[config.mk]
export PLATFORM = sky130hd
export DESIGN_NAME = data_mem_mmio_flat
export DESIGN_NICKNAME = d
export VERILOG_FILES = /design/src/rtl/data_mem_mmio_if.sv /design/src/rtl/data_mem_mmio.sv /design/src/flat_wrapper.sv
export SDC_FILE = /design/constraint.sdc
export NUM_CORES = 2
export LEC_CHECK = 0
export CAP_MARGIN = 25
export CORE_UTILIZATION = 45
export CTS_CLUSTER_SIZE = 14
export DETAILED_ROUTE_END_ITERATION = 10
export PLACE_DENSITY_LB_ADDON = 0.2
export SLEW_MARGIN = 20
export SYNTH_ARGS = -nofsm -noshare
export SYNTH_HDL_FRONTEND = slang
export SYNTH_SLANG_ARGS = --single-unit
[constraint.sdc]
create_clock -name clk -period 7.2 [get_ports clk]
set_clock_uncertainty 0.05 [all_clocks]
set_input_delay 1.8 -clock clk [delete_from_list [all_inputs] [get_ports clk]]
set_output_delay 1.8 -clock clk [all_outputs]
set_load 0.02 [all_outputs]
[src/rtl/data_mem_mmio_if.sv]
// Load/store bus between the datapath and the data-memory stage.
// RD and bus_err are combinational responses to the current request.
interface data_mem_mmio_if;
  logic        MemWrite;
  logic [31:0] ALU_Out;
  logic [31:0] WriteData;
  logic [31:0] RD;
  logic        bus_err;

  modport master (
    output MemWrite,
    output ALU_Out,
    output WriteData,
    input  RD,
    input  bus_err
  );

  modport slave (
    input  MemWrite,
    input  ALU_Out,
    input  WriteData,
    output RD,
    output bus_err
  );
endinterface

[src/rtl/data_mem_mmio.sv]
// Word-addressed data RAM plus an MMIO page at 0xFFFF_xxxx: GPIO,
// a free-running cycle counter and a compare timer with a sticky match flag.
module data_mem_mmio #(
  parameter int unsigned MEM_DEPTH  = 64,
  parameter int unsigned GPIO_WIDTH = 8
) (
  input  logic                  clk,
  input  logic                  rst,
  data_mem_mmio_if.slave        bus,
  input  logic [GPIO_WIDTH-1:0] gpio_in,
  output logic [GPIO_WIDTH-1:0] gpio_out,
  output logic                  timer_irq
);

  localparam int unsigned AddrW = (MEM_DEPTH > 1) ? $clog2(MEM_DEPTH) : 1;

  localparam logic [5:0] SelGpioOut = 6'h00;
  localparam logic [5:0] SelGpioIn  = 6'h01;
  localparam logic [5:0] SelCycle   = 6'h02;
  localparam logic [5:0] SelCompare = 6'h03;
  localparam logic [5:0] SelStatus  = 6'h04;

  logic [31:0]           mem_q [MEM_DEPTH];
  logic [GPIO_WIDTH-1:0] gpio_q, sync1_q, sync2_q;
  logic [31:0]           cycle_q, cycle_d;
  logic [31:0]           compare_q;
  logic                  status_q, status_d;

  logic             ram_hit, io_hit;
  logic [AddrW-1:0] ram_idx;
  logic [5:0]       io_sel;
  logic             io_we;

  // Byte offset within a word is ignored; all accesses are full words.
  logic unused_addr_lsbs;
  assign unused_addr_lsbs = ^bus.ALU_Out[1:0];

  assign ram_hit = (bus.ALU_Out[31:16] == 16'h0000) &&
                   ({18'd0, bus.ALU_Out[15:2]} < MEM_DEPTH);
  assign ram_idx = bus.ALU_Out[AddrW+1:2];
  assign io_hit  = (bus.ALU_Out[31:16] == 16'hFFFF);
  assign io_sel  = bus.ALU_Out[7:2];
  assign io_we   = bus.MemWrite && io_hit;

  assign bus.bus_err = bus.MemWrite && !ram_hit && !io_hit;

  always_comb begin
    bus.RD = '0;
    if (ram_hit) begin
      bus.RD = mem_q[ram_idx];
    end else if (io_hit) begin
      case (io_sel)
        SelGpioOut: bus.RD[GPIO_WIDTH-1:0] = gpio_q;
        SelGpioIn:  bus.RD[GPIO_WIDTH-1:0] = sync2_q;
        SelCycle:   bus.RD = cycle_q;
        SelCompare: bus.RD = compare_q;
        SelStatus:  bus.RD[0] = status_q;
        default:    bus.RD = '0;
      endcase
    end
  end

  // A CYCLE store overrides the increment on the same edge.
  always_comb begin
    cycle_d = cycle_q + 32'd1;
    if (io_we && io_sel == SelCycle) cycle_d = bus.WriteData;
  end

  // Match is checked against the pre-increment count; set beats clear.
  always_comb begin
    status_d = status_q;
    if (io_we && io_sel == SelStatus && bus.WriteData[0]) status_d = 1'b0;
    if (compare_q != 32'd0 && cycle_q == compare_q) status_d = 1'b1;
  end

  always_ff @(posedge clk or negedge rst) begin
    if (!rst) begin
      for (int i = 0; i < int'(MEM_DEPTH); i++) mem_q[i] <= '0;
    end else if (bus.MemWrite && ram_hit) begin
      mem_q[ram_idx] <= bus.WriteData;
    end
  end

  always_ff @(posedge clk or negedge rst) begin
    if (!rst) begin
      gpio_q    <= '0;
      sync1_q   <= '0;
      sync2_q   <= '0;
      cycle_q   <= '0;
      compare_q <= '0;
      status_q  <= 1'b0;
    end else begin
      sync1_q  <= gpio_in;
      sync2_q  <= sync1_q;
      cycle_q  <= cycle_d;
      status_q <= status_d;
      if (io_we && io_sel == SelGpioOut) gpio_q <= bus.WriteData[GPIO_WIDTH-1:0];
      if (io_we && io_sel == SelCompare) compare_q <= bus.WriteData;
    end
  end

  assign gpio_out  = gpio_q;
  assign timer_irq = status_q;

endmodule
[src/flat_wrapper.sv]
// flat-port wrapper written by rule: the top's interface ports become plain ports
module data_mem_mmio_flat 
#(
  parameter int unsigned MEM_DEPTH  = 64,
  parameter int unsigned GPIO_WIDTH = 8
)
  (clk, rst, gpio_in, gpio_out, timer_irq, bus_MemWrite, bus_ALU_Out, bus_WriteData, bus_RD, bus_bus_err);
  data_mem_mmio_if bus_i ();
  input  logic clk;
  input  logic rst;
  input  logic [GPIO_WIDTH-1:0] gpio_in;
  output logic [GPIO_WIDTH-1:0] gpio_out;
  output logic timer_irq;
  input wire logic [$bits(bus_i.MemWrite)-1:0] bus_MemWrite;
  input wire logic [$bits(bus_i.ALU_Out)-1:0] bus_ALU_Out;
  input wire logic [$bits(bus_i.WriteData)-1:0] bus_WriteData;
  output wire logic [$bits(bus_i.RD)-1:0] bus_RD;
  output wire logic [$bits(bus_i.bus_err)-1:0] bus_bus_err;
  assign bus_i.MemWrite = bus_MemWrite;
  assign bus_i.ALU_Out = bus_ALU_Out;
  assign bus_i.WriteData = bus_WriteData;
  assign bus_RD = bus_i.RD;
  assign bus_bus_err = bus_i.bus_err;
  data_mem_mmio #(.MEM_DEPTH(MEM_DEPTH), .GPIO_WIDTH(GPIO_WIDTH)) u_core (.clk(clk), .rst(rst), .bus(bus_i), .gpio_in(gpio_in), .gpio_out(gpio_out), .timer_irq(timer_irq));
endmodule
==> results.json <==
{
  "status": "completed",
  "irDropWorstVdd_uv": 232,
  "postSynth.asyncResetShare_pct": 100,
  "met3RoutedLength_um": 14300,
  "power_leakage_nw": 53.9,
  "slew_violations": 0,
  "m1WireLength_um": 124000,
  "io_pins": 117,
  "syn_inst": 6656,
  "final-hold-violation-count": 0,
  "netSwitchingFraction_pct": 23.0,
  "portBuffers": 114,
  "end_kind": "output port",
  "min_period_ps": 7190,
  "max_cap_violations": 0,
  "globalRouteOverflowTotal": 0,
  "setup_slack_ps": 14.5,
  "p_switching_mw": 5.76,
  "cts-buffers-inserted": 225,
  "floorplan.initialDensity_pct": 45.4,
  "setup_tns_ps": 0,
  "antenna_left": 0,
  "synth_warnings": 0,
  "synthTopCellsByCount": "dfrtp_1 (2137), mux2_2 (2094), mux2i_1 (440)",
  "first_iter_violations": 5106,
  "relSlewSlack_pct": 28.6,
  "area_growth_pct": 12.6,
  "critPathMaxFanout": 24,
  "ys_top_cells_by_area": "dfrtp_1 (54%), mux2_2 (24%), mux4_2 (7.9%)",
  "die_w_um": 471,
  "reg2reg_depth": 5,
  "antenna_found_initial": 12,
  "die_area_mm2": 0.222,
  "dr.pass1.iters": 5,
  "crit_top_cell": "mux4_2",
  "cp-start-kind": "primary input",
  "hold_depth": 0,
  "hp-class": "register to register",
  "clock_latency_ps": 860,
  "internal_power_mw": 19.3,
  "rsz0062_at_grt": "false",
  "yosysSeqAreaShare_pct": 54.1,
  "cp_num_cells": 7,
  "yosys.cell_count.top_type": "dfrtp_1",
  "viasPerCell": 6.01,
  "wire_per_inst_um": 28.7,
  "syn_area_per_cell_um2": 14.9,
  "chipHeight_um": 471,
  "ys_types": 62,
  "cts_buffer_depth": 3,
  "tightest_slew_ps": 1070,
  "max_freq_mhz": 139,
  "arrival_ps": 5340,
  "cts_tree": "done",
  "drc": 0,
  "synth_edf_count": 0,
  "coreArea_mm2": 0.218,
  "clkSlewWorstSetupHoldPaths_ps": 60,
  "nFillCells": 18310,
  "setup_viol": 0,
  "dp_hpwl_um": 168000,
  "power_frac_comb_pct": 4.9,
  "grt_max_degree": 173,
  "clockRootBuffer": "clkbuf_16",
  "crit_buf_inv": 3,
  "crit_chain": "buf_8 > buf_12 > mux4_2 > mux4_2 > a22oi_1 > o211ai_1 > clkdlybuf4s50_1",
  "finalWeightedCongestion": 0.903,
  "vias": 58233,
  "power_density_mw_per_mm2": 225,
  "max_stage_delay_ps": 830,
  "clock_sinks": 2137,
  "grt_first_pass_wirelength_um": 418000,
  "synth_seq_cells": 2137,
  "yosys.area.top_type": "dfrtp_1",
  "grt_pass1_vias": 61001,
  "final_util_pct": 51.1,
  "htree_levels": 4,
  "rows": 171,
  "seqPwrFrac_pct": 48.0,
  "gr-usage-all-layers_pct": 25.2,
  "ys_dominant_reg_cell": "dfrtp_1",
  "clock_power_share_pct": 47.1,
  "cp_slowest_cell": "a22oi_1",
  "synth_top_area_share_pct": 54.1,
  "place_worst_setup_slack_ps": 88.4,
  "cpLargestDelayFamily": "compound AO/OA/AOI/OAI gates",
  "nets": 6719,
  "cts_setup_buffers": 0,
  "required_ps": 5350,
  "syn_nets": 6732,
  "highest_layer": "met5",
  "drive_above_1_share_pct": 47.7,
  "met2_length_um": 132000,
  "syn_area_mm2": 0.0989,
  "drt-total-wl_um": 278000,
  "min_period_over_period_pct": 99.8,
  "crit_type": "primary input to output port"
}
-- placed cells by master (no fill, tap or decap), drive strengths merged, types with 21 or more instances in the layout --
cell type	n
clkdlybuf4s50	66
dfrtp	2137
clkinv	48
nor4	37
nand2	109
a31oi	39
nor2	100
buf	368
mux2i	440
mux4	345
clkbuf	342
inv	21
mux2	2128
xnor2	35
xor2	23
a21oi	100
a22oi	230
nand4	27
nand3	26
-- final timing paths --
check	start	endpoint	slack [ps]
min in group asynchronous	rst	u_core.mem_q[398]	880
max reg2reg	u_core.cycle_q[3]	u_core.cycle_q[27]	4550
min reg2reg	u_core.sync1_q[6]	u_core.sync2_q[6]	300
min	u_core.sync1_q[6]	u_core.sync2_q[6]	300
max in group asynchronous	rst	u_core.mem_q[226]	4520
max	bus_ALU_Out[2]	bus_RD[28]	10
-- logic make-up after synthesis --
logic type / after synthesis / share of synthesized area, %
XOR/XNOR: 58 / 0.514
adder cells (fa/ha/maj): 1 / 0.0126
flip-flops: 2137 / 54.1
buffers and inverters: 689 / 3.43
AO/OA/AOI/OAI: 481 / 3.45
AND/OR/NAND/NOR: 377 / 2.00
multiplexers: 2913 / 36.5
-- per-layer routing --
layer | track usage (%) | vias to the layer above
met5 | 0 | -
met3 | 3.93 | 429
li1 | - | 24584
met4 | 7.18 | 4
met2 | 40.4 | 1463
met1 | 35.6 | 31753
-- through the flow --
| step | hold slack, ps | std cells | power [mW] | instance area, um2 |
|---|---|---|---|---|
| after global routing | 312 | 9688 | 25.9 | 111000 |
| after CTS | 295 | 9684 | 25.3 | 111000 |
| after floorplan | 281 | 6656 | 12.8 | 98900 |
| final | 300 | 9692 | 25.0 | 111000 |
| after detailed placement | 286 | 9267 | 13.5 | 104000 |
| after global placement | 285 | 9259 | 13.4 | 104000 |
-- sequential cells by signal (all words and copies together) (netlist names) --
register          cells
u_core.gpio_out       8
u_core.sync1_q        8
u_core.mem_q       2048
u_core.timer_irq      1
u_core.compare_q     32
u_core.sync2_q        8
u_core.cycle_q       32
-- worst reg2reg max path, delay by kind of cell (launching register included) --
| family | cells | cell delay [ps] |
|---|---|---|
| simple gates | 4 | 1740 |
| mux | 1 | 250 |
| flops | 1 | 500 |
-- final cells by class --
| cell class | count | area, um2 | share of cell area [%] |
|---|---|---|---|
| Tap cell | 2854 | 3570 | 3.21 |
| Antenna cell | 5 | 12.5 | 0.0112 |
| Sequential cell | 2137 | 53500 | 48.0 |
| Timing Repair Buffer | 435 | 4210 | 3.78 |
| Clock inverter | 76 | 860 | 0.772 |
| Inverter | 14 | 52.6 | 0.0472 |
| Multi-Input combinational cell | 3830 | 42500 | 38.1 |
| Clock buffer | 341 | 6730 | 6.04 |
-- repair_timing --
item,in CTS,in global routing
hold buffers,0,0
resized for setup,0,1
setup endpoints to repair,0,1
-- power groups by stage --
| stage | Clock, mW | Sequential (mW) | Combinational (mW) |
|---|---|---|---|
| 2_1_floorplan | 0 | 12.2 | 0.565 |
| 3_3_place_gp | 0 | 12.2 | 1.21 |
| 3_5_place_dp | 0 | 12.2 | 1.23 |
| 4_1_cts | 12.1 | 12.0 | 1.23 |
| 5_1_grt | 12.5 | 12.0 | 1.32 |
| 6_report | 11.8 | 12.0 | 1.22 |
No activity file was read; power rests on OpenSTA's default activity.
